`src/rtl/sap1_controller_sequencer_if.sv`:
```
// Controller <-> datapath signal bundle for the SAP-1 sequencer.
// master = controller side, slave = datapath / observer side.
interface sap1_controller_sequencer_if;
   logic [3:0] opcode;
   logic       run_mode;
   logic       step;
   logic       pc_increment;
   logic       pc_enable_output;
   logic       mar_enable_input;
   logic       ram_enable_output;
   logic       ir_enable_input;
   logic       ir_enable_output;
   logic       a_enable_input;
   logic       a_enable_output;
   logic       b_enable_input;
   logic       alu_subtract;
   logic       alu_enable_output;
   logic       out_enable_input;
   logic [5:0] t_state;
   logic       halted;
   logic [7:0] instr_count;

   modport master (
      input  opcode, run_mode, step,
      output pc_increment, pc_enable_output, mar_enable_input, ram_enable_output,
             ir_enable_input, ir_enable_output, a_enable_input, a_enable_output,
             b_enable_input, alu_subtract, alu_enable_output, out_enable_input,
             t_state, halted, instr_count
   );

   modport slave (
      output opcode, run_mode, step,
      input  pc_increment, pc_enable_output, mar_enable_input, ram_enable_output,
             ir_enable_input, ir_enable_output, a_enable_input, a_enable_output,
             b_enable_input, alu_subtract, alu_enable_output, out_enable_input,
             t_state, halted, instr_count
   );
endinterface

```
`src/rtl/sap1_controller_sequencer.sv`:
```
// SAP-1 control sequencer: 6-state ring counter, opcode decode, single-step,
// HALT latch and retired-instruction counter.
module sap1_controller_sequencer (
   input logic                         Clock,
   input logic                         Reset,
   sap1_controller_sequencer_if.master bus
);
   localparam logic [3:0] OP_LDA  = 4'b0001;
   localparam logic [3:0] OP_ADD  = 4'b0010;
   localparam logic [3:0] OP_SUB  = 4'b0011;
   localparam logic [3:0] OP_OUT  = 4'b0100;
   localparam logic [3:0] OP_HALT = 4'b1111;

   localparam logic [5:0] T1 = 6'b000001;
   localparam logic [5:0] T2 = 6'b000010;
   localparam logic [5:0] T3 = 6'b000100;
   localparam logic [5:0] T4 = 6'b001000;
   localparam logic [5:0] T5 = 6'b010000;
   localparam logic [5:0] T6 = 6'b100000;

   logic [5:0] t_state_q, t_state_d;
   logic       halted_q, halted_d;
   logic [7:0] instr_count_q, instr_count_d;
   logic       step_q;
   logic       step_rise;
   logic       advance;
   logic       halt_now;
   logic       strobe_en;

   assign step_rise = bus.step & ~step_q;
   assign advance   = ~halted_q & (bus.run_mode | step_rise);
   assign halt_now  = advance & (t_state_q == T4) & (bus.opcode == OP_HALT);
   // Strobes must be quiet while Reset is asserted even though advance may be high.
   assign strobe_en = advance & ~Reset;

   always_comb begin
      t_state_d     = t_state_q;
      halted_d      = halted_q | halt_now;
      instr_count_d = instr_count_q;
      if (advance && !halt_now) begin
         t_state_d = {t_state_q[4:0], t_state_q[5]};
         if (t_state_q == T6) begin
            instr_count_d = instr_count_q + 8'd1;
         end
      end
   end

   always_ff @(posedge Clock or posedge Reset) begin
      if (Reset) begin
         t_state_q     <= T1;
         halted_q      <= 1'b0;
         instr_count_q <= 8'd0;
         step_q        <= 1'b0;
      end else begin
         t_state_q     <= t_state_d;
         halted_q      <= halted_d;
         instr_count_q <= instr_count_d;
         step_q        <= bus.step;
      end
   end

   always_comb begin
      bus.pc_increment      = 1'b0;
      bus.pc_enable_output  = 1'b0;
      bus.mar_enable_input  = 1'b0;
      bus.ram_enable_output = 1'b0;
      bus.ir_enable_input   = 1'b0;
      bus.ir_enable_output  = 1'b0;
      bus.a_enable_input    = 1'b0;
      bus.a_enable_output   = 1'b0;
      bus.b_enable_input    = 1'b0;
      bus.alu_subtract      = 1'b0;
      bus.alu_enable_output = 1'b0;
      bus.out_enable_input  = 1'b0;
      if (strobe_en) begin
         case (t_state_q)
            T1: begin
               bus.pc_enable_output = 1'b1;
               bus.mar_enable_input = 1'b1;
            end
            T2: bus.pc_increment = 1'b1;
            T3: begin
               bus.ram_enable_output = 1'b1;
               bus.ir_enable_input   = 1'b1;
            end
            T4: begin
               if (bus.opcode == OP_LDA || bus.opcode == OP_ADD || bus.opcode == OP_SUB) begin
                  bus.ir_enable_output = 1'b1;
                  bus.mar_enable_input = 1'b1;
               end else if (bus.opcode == OP_OUT) begin
                  bus.a_enable_output  = 1'b1;
                  bus.out_enable_input = 1'b1;
               end
            end
            T5: begin
               if (bus.opcode == OP_LDA) begin
                  bus.ram_enable_output = 1'b1;
                  bus.a_enable_input    = 1'b1;
               end else if (bus.opcode == OP_ADD || bus.opcode == OP_SUB) begin
                  bus.ram_enable_output = 1'b1;
                  bus.b_enable_input    = 1'b1;
                  // Su raised early so the ALU result is settled by T6.
                  bus.alu_subtract      = (bus.opcode == OP_SUB);
               end
            end
            T6: begin
               if (bus.opcode == OP_ADD || bus.opcode == OP_SUB) begin
                  bus.alu_enable_output = 1'b1;
                  bus.a_enable_input    = 1'b1;
                  bus.alu_subtract      = (bus.opcode == OP_SUB);
               end
            end
            default: ;
         endcase
      end
   end

   assign bus.t_state     = t_state_q;
   assign bus.halted      = halted_q;
   assign bus.instr_count = instr_count_q;
endmodule

```
`src/flat_wrapper.sv`:
```
// flat-port wrapper written by rule: the top's interface ports become plain ports
module sap1_controller_sequencer_flat 
  (Clock, Reset, bus_opcode, bus_run_mode, bus_step, bus_pc_increment, bus_pc_enable_output, bus_mar_enable_input, bus_ram_enable_output, bus_ir_enable_input, bus_ir_enable_output, bus_a_enable_input, bus_a_enable_output, bus_b_enable_input, bus_alu_subtract, bus_alu_enable_output, bus_out_enable_input, bus_t_state, bus_halted, bus_instr_count);
  sap1_controller_sequencer_if bus_i ();
  input logic Clock;
  input logic Reset;
  input wire logic [$bits(bus_i.opcode)-1:0] bus_opcode;
  input wire logic [$bits(bus_i.run_mode)-1:0] bus_run_mode;
  input wire logic [$bits(bus_i.step)-1:0] bus_step;
  output wire logic [$bits(bus_i.pc_increment)-1:0] bus_pc_increment;
  output wire logic [$bits(bus_i.pc_enable_output)-1:0] bus_pc_enable_output;
  output wire logic [$bits(bus_i.mar_enable_input)-1:0] bus_mar_enable_input;
  output wire logic [$bits(bus_i.ram_enable_output)-1:0] bus_ram_enable_output;
  output wire logic [$bits(bus_i.ir_enable_input)-1:0] bus_ir_enable_input;
  output wire logic [$bits(bus_i.ir_enable_output)-1:0] bus_ir_enable_output;
  output wire logic [$bits(bus_i.a_enable_input)-1:0] bus_a_enable_input;
  output wire logic [$bits(bus_i.a_enable_output)-1:0] bus_a_enable_output;
  output wire logic [$bits(bus_i.b_enable_input)-1:0] bus_b_enable_input;
  output wire logic [$bits(bus_i.alu_subtract)-1:0] bus_alu_subtract;
  output wire logic [$bits(bus_i.alu_enable_output)-1:0] bus_alu_enable_output;
  output wire logic [$bits(bus_i.out_enable_input)-1:0] bus_out_enable_input;
  output wire logic [$bits(bus_i.t_state)-1:0] bus_t_state;
  output wire logic [$bits(bus_i.halted)-1:0] bus_halted;
  output wire logic [$bits(bus_i.instr_count)-1:0] bus_instr_count;
  assign bus_i.opcode = bus_opcode;
  assign bus_i.run_mode = bus_run_mode;
  assign bus_i.step = bus_step;
  assign bus_pc_increment = bus_i.pc_increment;
  assign bus_pc_enable_output = bus_i.pc_enable_output;
  assign bus_mar_enable_input = bus_i.mar_enable_input;
  assign bus_ram_enable_output = bus_i.ram_enable_output;
  assign bus_ir_enable_input = bus_i.ir_enable_input;
  assign bus_ir_enable_output = bus_i.ir_enable_output;
  assign bus_a_enable_input = bus_i.a_enable_input;
  assign bus_a_enable_output = bus_i.a_enable_output;
  assign bus_b_enable_input = bus_i.b_enable_input;
  assign bus_alu_subtract = bus_i.alu_subtract;
  assign bus_alu_enable_output = bus_i.alu_enable_output;
  assign bus_out_enable_input = bus_i.out_enable_input;
  assign bus_t_state = bus_i.t_state;
  assign bus_halted = bus_i.halted;
  assign bus_instr_count = bus_i.instr_count;
  sap1_controller_sequencer u_core (.Clock(Clock), .Reset(Reset), .bus(bus_i));
endmodule
```
`config.mk`:
```
export PLATFORM = sky130hd
export DESIGN_NAME = sap1_controller_sequencer_flat
export DESIGN_NICKNAME = d
export VERILOG_FILES = /design/src/rtl/sap1_controller_sequencer_if.sv /design/src/rtl/sap1_controller_sequencer.sv /design/src/flat_wrapper.sv
export SDC_FILE = /design/constraint.sdc
export NUM_CORES = 1
export LEC_CHECK = 0
export ABC_AREA = 1
export CAP_MARGIN = 20
export CORE_ASPECT_RATIO = 1.75
export CORE_MARGIN = 2
export CORE_UTILIZATION = 43
export CTS_CLUSTER_DIAMETER = 50
export CTS_CLUSTER_SIZE = 16
export DETAILED_ROUTE_END_ITERATION = 7
export PLACE_DENSITY = 0.82
export SLEW_MARGIN = 40
export SYNTH_ARGS = -nofsm -noshare
export SYNTH_HDL_FRONTEND = slang
export SYNTH_SLANG_ARGS = --single-unit
export TNS_END_PERCENT = 1
```
`constraint.sdc`:
```
create_clock -name Clock -period 1.7 [get_ports Clock]
set_input_delay 0.255 -clock Clock [delete_from_list [all_inputs] [get_ports Clock]]
set_output_delay 0.255 -clock Clock [all_outputs]
set_load 0.02 [all_outputs]
```
## Word-level counts from Yosys, hierarchy flattened

Index checks and enable logic that the tools add are counted.

| cells by class | value |
|---|---|
| reduce and logical (&&, ||, !) cells | 6 |
| eq/ne operators | 11 |
| bitwise operators | 10 |
| muxes and demuxes | 31 |
| add/subtract/negate cells | 1 |

Operators by type and width:

| cell | count |
|---|---|
| $mux 1 | 27 |
| $add 8x1->8 const B | 1 |
| $eq 4x2->1 const B | 2 |
| $pmux 1 s2 | 4 |
| $eq 6x1->1 const B | 1 |
| $eq 6x2->1 const B | 1 |
| $eq 6x3->1 const B | 1 |
| $eq 6x4->1 const B | 1 |
| $eq 6x5->1 const B | 1 |
| $eq 6x6->1 const B | 1 |
| $and 1x1->1 | 5 |
| $eq 4x1->1 const B | 1 |
| $eq 4x3->1 const B | 1 |
| $eq 4x4->1 const B | 1 |
| $logic_or 1x1->1 | 3 |
| $not 1->1 | 3 |
| $or 1x1->1 | 2 |
| $reduce_and 2->1 | 1 |
| $logic_and 1x1->1 | 1 |
| $logic_not 1->1 | 1 |

| storage, ports and cells | value |
|---|---|
| register bits | 16 |
| logic and storage cells | 63 |

## Longest topological paths before layout

| logic depth | value |
|---|---|
| depth after elaboration | 9 |
| depth in mapped cells | 9 |

## Worst setup path after synthesis

OpenSTA, ideal clock, no wires.

| timing | value |
|---|---|
| kind | register -> output |
| start | reg u_core.t_state_q[5], in the netlist u_core.bus.t_state[5] |
| end | out bus_out_enable_input |
| path slack | -286 ps |
| data required time | 1445 ps |
| stages on the path, launching flop included | 7 |
| data arrival time | 1731 ps |
| path through | dfrtp_1 -> nor2_2 -> nand2_1 -> nor2_1 -> nand2_1 -> nor3_1 -> buf_4 |

| between the ends | value |
|---|---|
| cells in the longest elaborated chain, start to end | 3 |

Ends and longest elaborated chain:

| what | line | RTL |
|---|---|---|
| from (decl) | sap1_controller_sequencer.sv:21 | `logic [5:0] t_state_q, t_state_d;` |
| from (signal assigned) | sap1_controller_sequencer.sv:55 | `t_state_q <= t_state_d;` |
| $eq 6x4->1 | -- |  |
| $mux 1 (2 in a row) | -- |  |
| to (decl) | flat_wrapper.sv:21 | `output wire logic [$bits(bus_i.out_enable_input)-1:0] bus_out_enable_input;` |

No other way between the ends.

## Worst setup path in the final report

| timing | value |
|---|---|
| start | reg u_core.t_state_q[3], in the netlist u_core.bus.t_state[3] |
| end | out bus_a_enable_input |

| between the ends | value |
|---|---|
| cells in the longest elaborated chain, start to end | 3 |
| elaborated cells on any way between the ends | 4 |

Ends and longest elaborated chain:

| what | line | RTL |
|---|---|---|
| $eq 6x6->1 / $eq 6x5->1 (equally long branches) | sap1_controller_sequencer.sv:76 | `case (t_state_q)` |
| $pmux 1 s2 * | sap1_controller_sequencer.sv:76 |  |
| $mux 1 * | sap1_controller_sequencer.sv:75 | `if (strobe_en) begin` |
| to (decl) | flat_wrapper.sv:16 | `output wire logic [$bits(bus_i.a_enable_input)-1:0] bus_a_enable_input;` |

Mark *: on every way between the ends. The rest lies on a longest branch, timed or not.

==> results by group <==
Outcome
  • Outcome: finished, violations left
  • Failing checks: negative setup slack

Global routing
  • Vias in the first global route: 1216
  • Largest net degree at the start of global routing: 18
  • First-pass GRT wire length: 4954 um
  • All-Layer GR Usage: 0.2399
  • Overflow after GRT: 0
  • Initial antenna violation count: 0

Place
  • I/O Buffers: 34
  • Final weighted congestion in routability-driven placement: 0.8063
  • Placed Instances: 228
  • Post-DP HPWL: 2207 um
  • Dpl cell area: 1609 um2
  • Pre-CTS setup slack: -0.6881 ns

Clock network
  • Clk sink count: 16
  • Clock transition at the registers of the reported paths: 0.07 ns
  • Clk buf depth: 2
  • CTS buffer count: 3
  • Hold_buf cts: 0
  • CTS tree: built
  • Worst skew pair latency: 0.25 ns
  • # H-tree levels: 1
  • CTS Root Cell: clkbuf_8

Timing
  • RSZ-0062 raised after global routing: true
  • Slew headroom: 0.8123
  • Final Cycle Share: 1.049
  • Setup TNS Final: -0.4104 ns
  • Final Hold Vio Count: 0
  • Min Tclk post-route: 1.783 ns
  • Fin worst setup slack: -0.08284 ns
  • Slew Viols, Final: 0
  • Skew final: 0.001818 ns
  • Peak Freq: 0.5609 GHz
  • Final setup fails: 9
  • Worst Max-Slew Pin Slew: 0.2812 ns
  • Final hold slack: 0.2506 ns

Setup path
  • Reg2reg setup slack: 0.12 ns
  • CP delay by family, top: flip-flops
  • Critical path's largest stage delay: 0.41 ns
  • WP data arrival: 1.53 ns
  • CP max FO: 4
  • Slowest-stage cell, CP: dfrtp_1
  • Critical path required time: 1.44 ns
  • Crit end category: output port
  • Crit-path most repeated cell: nor2_4
  • Worst path cell trace: nor2_4, nand2_4, buf_4, nor2_4, inv_2, o21ai_2, buf_6
  • Critical path class: flip-flop to output port
  • WP buf/inv: 3
  • CP Launch Type: flip-flop

Route
  • Drt drc: 0
  • Antenna Nets Post-Route: 0
  • Via density: 5.179
  • Final wirelength: 3271 um
  • WL per Instance: 13.92 um
  • DR iter-0 viols: 41
  • Vias: 1217
  • DRT Pass-1 Iters: 4

Logic synthesis
  • Share of synthesized flip-flops with an asynchronous set or reset: 1.000
  • Synthesized area: 1041 um2
  • Post-synth EDFFs: 0
  • Synth warn: 0
  • Number of synthesized register bits: 16
  • Synth cell types: 24
  • Mapped Cells: 145
  • Syn avg cell area: 7.179 um2
  • Seq/Total Area, Yosys: 0.3858
  • Synth Net Count: 154
  • Ys flop type: dfrtp_1

Power and ir drop
  • Clk pwr share: 0.449
  • Combinational power share: 0.058
  • Cell Pwr Density: 447.4 nW/um2
  • Peak supply drop: 0.4811 mV
  • Switching share of total power: 0.2153
  • Internal: 608.9 uW
  • Total power: 775.9 uW
  • Psw: 167.1 uW
  • Sequential power share: 0.493
  • Leakage: 0.8779 nW

Final layout
  • Commonest cells after routing, fill and taps aside: buf_4 (39), inv_1 (28), nand2_1 (28), clkdlybuf4s50_1 (19)
  • # fillers: 175
  • Register Area: 402.9 um2
  • Ant diodes: 0
  • Multi-input combinational cell area: 586.8 um2
  • Commonest non-fill, non-tap cell in the layout: buf_4
  • Post-route cell area: 1734 um2
  • Fin util: 0.7533
  • Fin nets: 220
  • Post-Layout Cell Count: 235
  • Area growth, synth to finish: 66.59%
  • Share of cells above drive strength 1: 0.3429

Floorplan
  • Io pins: 35
  • Die width: 41.20 um
  • Floorplan row count: 23
  • Die height: 69.09 um
  • Core area: 2302 um2
  • Die ar.: 2846 um2
  • Initial core utilization: 0.4522

Job
  • Max cap viols: 0

Hold path
  • Hold crit path type: input pin to flip-flop
==> cells in the mapped netlist (2+ instances only) <==
library cell | n | area [um2]
nand3_1 | 14 | 70.07
nand4_1 | 3 | 18.77
nor3_1 | 3 | 15.01
nand2_1 | 33 | 123.9
o21bai_1 | 8 | 60.06
inv_1 | 30 | 112.6
o21ai_0 | 4 | 20.02
nor2_2 | 2 | 12.51
o21ai_2 | 4 | 35.03
nor2_1 | 15 | 56.30
dfrtp_1 | 15 | 375.4
o22ai_1 | 2 | 12.51
==> final timing paths <==
path,startpoint,end,cells past startpoint
min in group asynchronous,Reset,u_core.bus.halted,3
worst min register to register,u_core.bus.halted,u_core.bus.halted,2
max in group asynchronous,Reset,u_core.bus.t_state[0],4
worst max-delay path,u_core.bus.t_state[3],bus_a_enable_input,7
worst max register to register,u_core.bus.t_state[3],u_core.bus.instr_count[5],10
worst min-delay path,bus_step,u_core.step_q,1
==> metal layers <==
metal,track usage,part of all wire
met2,0.4201,0.56
met3,0.02572,0.047
met1,0.2636,0.37
met5,0,0
met4,0.1004,0.018
==> cell families after synthesis <==
logic type,count (synthesis),synth area share
fa+ha+maj,1,0.01202
xor+xnor,1,0.008415
compound gates,20,0.1430
buf+inv,33,0.1310
simple gates,74,0.3197
flops,16,0.3858
==> repair_timing <==
action,in CTS,in global routing
resized for setup,72,16
endpoints found under the setup margin,13,13
setup buffers,0,3
pin swaps,5,12
==> final cells by class <==
class                           count  share of cell area
Timing Repair Buffer               64              0.3146
Clock buffer                        4             0.03175
Inverter                           30             0.06494
Tap cell                           25             0.01804
Sequential cell                    16              0.2323
Multi-Input combinational cell     96              0.3384
==> registers in the layout (all words and copies together), names as in the netlist <==
name,cells
u_core.bus.t_state,6
u_core.step_q,1
u_core.bus.halted,1
u_core.bus.instr_count,8
==> power by group through the flow <==
stage / logic [mW] / clock network, mW / registers, mW
floorplan: 0.0135 / 0 / 0.389
global placement: 0.0415 / 0 / 0.389
detailed placement: 0.0429 / 0 / 0.389
CTS: 0.0433 / 0.352 / 0.382
global route: 0.0497 / 0.357 / 0.382
finish: 0.0453 / 0.348 / 0.382
No activity file was read; power rests on OpenSTA's default activity.
